[src/rtl/timer_bank.sv]
// rtl/timer_bank.sv - CPU/rate tick prescalers plus a bank of saturating down-counting timers
module timer_bank #(
    parameter int CLOCK_SPEED = 100000,
    parameter int CPU_SPEED   = 500,
    parameter int TICK_RATE   = 60,
    parameter int NUM_TIMERS  = 2,
    parameter int WIDTH       = 8,
    localparam int SEL_W      = (NUM_TIMERS > 1) ? $clog2(NUM_TIMERS) : 1
) (
    input  logic                  clk,
    input  logic                  rst,
    input  logic                  run,
    output logic                  cpu_tick,
    output logic                  rate_tick,
    input  logic                  wr_en,
    input  logic [SEL_W-1:0]      wr_sel,
    input  logic [WIDTH-1:0]      wr_data,
    input  logic [SEL_W-1:0]      rd_sel,
    output logic [WIDTH-1:0]      rd_data,
    output logic [NUM_TIMERS-1:0] active,
    output logic [NUM_TIMERS-1:0] expired
);

    localparam int CPU_DIV  = CLOCK_SPEED / CPU_SPEED + 1;
    localparam int RATE_DIV = CLOCK_SPEED / TICK_RATE + 1;
    localparam int CPU_W    = $clog2(CPU_DIV);
    localparam int RATE_W   = $clog2(RATE_DIV);

    logic [CPU_W-1:0]  cpu_cnt;
    logic [RATE_W-1:0] rate_cnt;
    logic [WIDTH-1:0]  value [NUM_TIMERS];

    // Both prescalers freeze together while paused so their phase is preserved.
    always_ff @(posedge clk) begin
        if (rst) begin
            cpu_cnt  <= '0;
            rate_cnt <= '0;
        end else if (run) begin
            cpu_cnt  <= (cpu_cnt == CPU_W'(CPU_DIV - 1)) ? '0 : cpu_cnt + CPU_W'(1);
            rate_cnt <= (rate_cnt == RATE_W'(RATE_DIV - 1)) ? '0 : rate_cnt + RATE_W'(1);
        end
    end

    assign cpu_tick  = (cpu_cnt == '0) & run & ~rst;
    assign rate_tick = (rate_cnt == '0) & run & ~rst;

    // A write to a timer overrides that cycle's decrement and suppresses its expiry pulse.
    always_ff @(posedge clk) begin
        for (int k = 0; k < NUM_TIMERS; k++) begin
            if (rst) begin
                value[k]   <= '0;
                expired[k] <= 1'b0;
            end else begin
                expired[k] <= 1'b0;
                if (wr_en && wr_sel == SEL_W'(k)) begin
                    value[k] <= wr_data;
                end else if (rate_tick && value[k] != '0) begin
                    value[k] <= value[k] - WIDTH'(1);
                    expired[k] <= (value[k] == WIDTH'(1));
                end
            end
        end
    end

    always_comb begin
        rd_data = '0;
        active  = '0;
        for (int k = 0; k < NUM_TIMERS; k++) begin
            active[k] = (value[k] != '0);
            if (rd_sel == SEL_W'(k)) rd_data = value[k];
        end
    end

endmodule

[config.mk]
export PLATFORM = sky130hd
export DESIGN_NAME = timer_bank
export DESIGN_NICKNAME = d
export VERILOG_FILES = /design/src/rtl/timer_bank.sv
export SDC_FILE = /design/constraint.sdc
export NUM_CORES = 1
export LEC_CHECK = 0
export ABC_AREA = 0
export CAP_MARGIN = 20
export CORE_MARGIN = 5
export CORE_UTILIZATION = 25
export DETAILED_ROUTE_END_ITERATION = 10
export SLEW_MARGIN = 5
export SYNTH_ARGS = -nofsm -noshare
export SYNTH_HDL_FRONTEND = slang
export SYNTH_SLANG_ARGS = --single-unit
[constraint.sdc]
create_clock -name clk -period 5.72 [get_ports clk]
set_clock_uncertainty 0.15 [all_clocks]
set_input_delay 1.43 -clock clk [delete_from_list [all_inputs] [get_ports clk]]
set_output_delay 1.43 -clock clk [all_outputs]
set_load 0.05 [all_outputs]
; Word-level counts from Yosys, hierarchy flattened
; Memories as Yosys holds them, arrays and structs flattened.
; Index checks and enable logic that the tools add are counted.
[word_totals]
ff_bits = 21
ramBits = 16
mem_count = 1
inputBits = 14
elab_cells = 58
output_inout_bits = 14
[classes]
addsub = 4
reduce_logical = 10
bitwise_logic = 12
n_eq_ne = 4
muxes = 23
[mem_list]
columns = memory, depth, word_bits, rd, rd_ports_with_merged_regs, wr, line
row1 = value, 2, 8, 2, 0, 2, 31  ; logic [WIDTH-1:0] value [NUM_TIMERS];
[op_table]
columns = op, n
row1 = 8-bit 2-to-1 mux, 6
row2 = 8-bit by 1-bit == test with 1-bit output (second input constant), 2
row3 = 1-bit 2-to-1 mux, 16
row4 = 8-bit nonzero test, 2
row5 = 8-bit by 1-bit subtractor with 8-bit output (second input constant), 2
row6 = 11-bit by 1-bit adder with 11-bit output (second input constant), 1
row7 = 11-bit == test (second input constant), 1
row8 = 11-bit logical NOT, 1
row9 = 11-bit 2-to-1 mux, 1
row10 = 8-bit by 1-bit adder with 8-bit output (second input constant), 1
row11 = 8-bit == test (second input constant), 1
row12 = 8-bit logical NOT, 1
row13 = 3-bit OR reduction, 2
row14 = 1-bit bitwise AND, 4
row15 = 1-bit logical AND, 4
row16 = 1-bit inverter, 4
row17 = 1-bit bitwise OR, 4

; Logic depth before layout (Yosys ltp)
[logic_depth]
depth_word = 9
depth_mapped = 7
depth_no_buf = 6

; Least setup slack after synthesis
; No wires, ideal clock.
[synth_timing]
kind = input to output
start = in rd_sel
end = out rd_data[0]
required_ns = 4.140
arrival_ns = 2.758
path_stages = 2
path_slack_ns = 1.382
n_path_buf = 1
cell_sequence = clkbuf_1 o21ai_0
[synth_via]
elab_chain_len = 1
[synth_rtl]
columns = element, line
row1 = from (decl), 18  ; input logic [SEL_W-1:0] rd_sel,
row2 = 8-bit 2-to-1 mux, 70  ; if (rd_sel == SEL_W'(k)) rd_data = value[k];
row3 = to (decl), 19  ; output logic [WIDTH-1:0] rd_data,
; Every way passes these cells.

; Final worst setup path
[layout_timing]
start = in rst
end = out cpu_tick
[layout_via]
elab_chain_len = 2
[layout_rtl]
columns = element, line
row1 = from (decl), 11  ; input logic rst,
row2 = 1-bit inverter, 44  ; assign cpu_tick = (cpu_cnt == '0) & run & ~rst;
row3 = 1-bit bitwise AND, 44
row4 = to (decl), 13  ; output logic cpu_tick,
; Every way passes these cells.

==> flow_metrics.tcl <==
set metrics [dict create \
    via_per_inst 4.50 \
    drc 0 \
    peakVddDrop_mv 0.110 \
    cp_num_cells 4 \
    dp_cells 355 \
    hold_viol 0 \
    placed_area_sq_mm 0.00246 \
    seq_area_frac_synth_pct 43.5 \
    initial_utilization_pct 25.5 \
    crit_path_frequent_cell "clkdlybuf4s50_1" \
    tightest_slew_ns 0.942 \
    cp.required_ns 4.14 \
    grt_max_degree 13 \
    syn_nets 252 \
    cts_tree "yes" \
    slew_headroom_pct 37.1 \
    layout-drive-gt1-share_pct 7.36 \
    whs_ns 0.394 \
    post-route-period-util_pct 85.6 \
    grt_pass1_wl_um 7790 \
    die_w_um 101 \
    maxCapViolCount 0 \
    drt_iter0_drc 42 \
    wl_um 4680 \
    yosys_warnings 0 \
    cts_hold_buf 0 \
    worstSetupStartpoint "rst" \
    wl_met2_um 2060 \
    rr_endpoint "value[1][4]" \
    cp_top_family "buffers and inverters" \
    start_kind "input pin" \
    final.fill_count 862 \
    syn_avg_cell_area_sq_um 9.12 \
    r2r-start "value[1][2]" \
    area_delta_synth_final_pct 25.2 \
    path_buf_inv 2 \
    post_synth_instance_area_sq_mm 0.00207 \
    synth-edff-count 16 \
    place_worst_setup_slack_ns 0.830 \
    worstSetupPathType "input pin to primary output" \
    tns_ns 0 \
    clkTransAtPathRegs_ns 0.07 \
    leakagePower_nw 0.919 \
    grt-ovfl-total 0 \
    htree_levels 2 \
    wl_met3_um 199 \
    cp_slowest_stage_delay_ns 0.81 \
    dr_total_vias 1635 \
    fp.coreArea_sq_mm 0.00813 \
    top_layer "met4" \
    cp-end-kind "primary output" \
    n_antenna_cell 0 \
    cts_resized 0 \
    crit_fanout 8 \
    synth_cell_types 30 \
    globalplace.congestion 0.786 \
    p_total_uw 749 \
    wl_per_cell_um 12.9 \
    track_usage_pct 9.89 \
    place_hpwl_um 3590 \
    setup_viol 0 \
    clock_sink_count 37 \
    io_buffers 27 \
    dr.pass1.iters 4 \
    worstPathArrival_ns 3.31 \
    min_period_ns 4.89 \
    slew_violations 0 \
    final_common_cell "nand2_1" \
    clockBufferDepth 2 \
    power.density_mw_per_mm2 289 \
    grt_pass1_vias 1629 \
    clock-root-buffer "clkbuf_8" \
    wl_met1_um 2340 \
    run_status "completed" \
    die_area_sq_mm 0.0102 \
    final_util_pct 31.9 \
    post_cts_buffers 0 \
    final_area_sq_mm 0.00259 \
    syn_inst 227 \
    fin_ws_ns 0.825 \
    instances_no_fill 363 \
    reg2reg_setup_slack_ns 3.17 \
    antenna_found_initial 0 \
    num_rows 33 \
    cts_made_buffers 5 \
    ff2ff_path_depth 3 \
    cp_slowest_cell "clkdlybuf4s50_1" \
    final_cell_mix "nand2_1 (32), nor2_1 (30), clkdlybuf4s50_1 (26)" \
    worstSkewPairLatency_ns 0.30 \
    nets 282 \
    ys_ff_latch 37 \
    hp-class "register to register" \
    async_flop_share_pct 0 \
    boundaryPins 28 \
    rsz0062_at_grt "no" \
    drtAntennaViolNets 0 \
    fmax_mhz 204 \
    synth_flop_cell "dfxtp_1" \
    endpoint "cpu_tick" \
    die_h_um 101 \
    crit_chain "clkdlybuf4s50_1, or4_1, nor2_1, clkdlybuf4s50_1" \
]
logic make-up (layout without fill, tap and decap cells):
kind of cell	Yosys count	in the layout	synth area share, %
buffers and inverters	16	47	2.90
and+or+nand+nor	103	103	24.3
AOI/OAI and AO/OA	24	24	6.59
xor gates and xnor gates	28	28	11.8
muxes	8	8	4.23
adders and majority gates	11	11	6.65
DFF	37	37	43.5
sequential cells by signal (all words and copies together) (netlist names):
name,flops
value,16
rate_cnt,11
cpu_cnt,8
expired,2
how the worst min path moves through the flow:
stage / from / to / cells past startpoint / slack, ns
detailed placement: cpu_cnt[7] / cpu_cnt[7] / 2 / 0.38
finish: cpu_cnt[7] / cpu_cnt[7] / 2 / 0.39
CTS: cpu_cnt[7] / cpu_cnt[7] / 2 / 0.40
global placement: cpu_cnt[7] / cpu_cnt[7] / 2 / 0.37
global route: cpu_cnt[4] / cpu_cnt[4] / 2 / 0.45
floorplan: cpu_cnt[7] / cpu_cnt[7] / 2 / 0.35
power breakdown:
part	internal, mW	total, mW	switching (mW)
combinational	0.0650	0.158	0.0934
sequential	0.296	0.319	0.0225
clock	0.173	0.272	0.0984
total	0.534	0.749	0.214
cell type report:
class	instances	area, sq um	share of cell area (%)
clock buffers	5	68.8	2.65
multi-input cells	174	1110	42.8
repair buffers	28	275	10.6
clock inverters	3	65.1	2.51
inverters	11	41.3	1.59
well taps	105	131	5.07
flip-flops and latches	37	901	34.7
tightest hold or removal path, stage by stage (launching register included):
cell     delay [ns]
dfxtp_1        0.36
xnor2_1        0.08
nor2_1         0.07
cell usage after synthesis, types with 2 or more instances:
cell type | count | share of area, %
a221o_1 | 2 | 0.97
and4_1 | 2 | 0.85
clkbuf_1 | 4 | 0.72
dfxtp_1 | 21 | 20
edfxtp_1 | 16 | 23
ha_1 | 11 | 6.6
inv_1 | 11 | 2.0
mux2_2 | 6 | 3.3
mux2i_1 | 2 | 0.97
nand2_1 | 32 | 5.8
nand3_1 | 9 | 2.2
nand4_1 | 9 | 2.7
nor2_1 | 30 | 5.4
nor3_1 | 6 | 1.5
nor3b_1 | 4 | 1.5
nor4_1 | 3 | 0.91
nor4b_1 | 2 | 0.85
o21ai_0 | 19 | 4.6
xnor2_1 | 14 | 5.9
xor2_1 | 14 | 5.9
layer usage:
metal | GRT usage (%) | vias up
met3 | 2.42 | 6
li1 | - | 844
met5 | 0 | -
met1 | 12.6 | 759
met2 | 15.9 | 26
met4 | 4.29 | 0
Power figures use the tool's default switching activity.
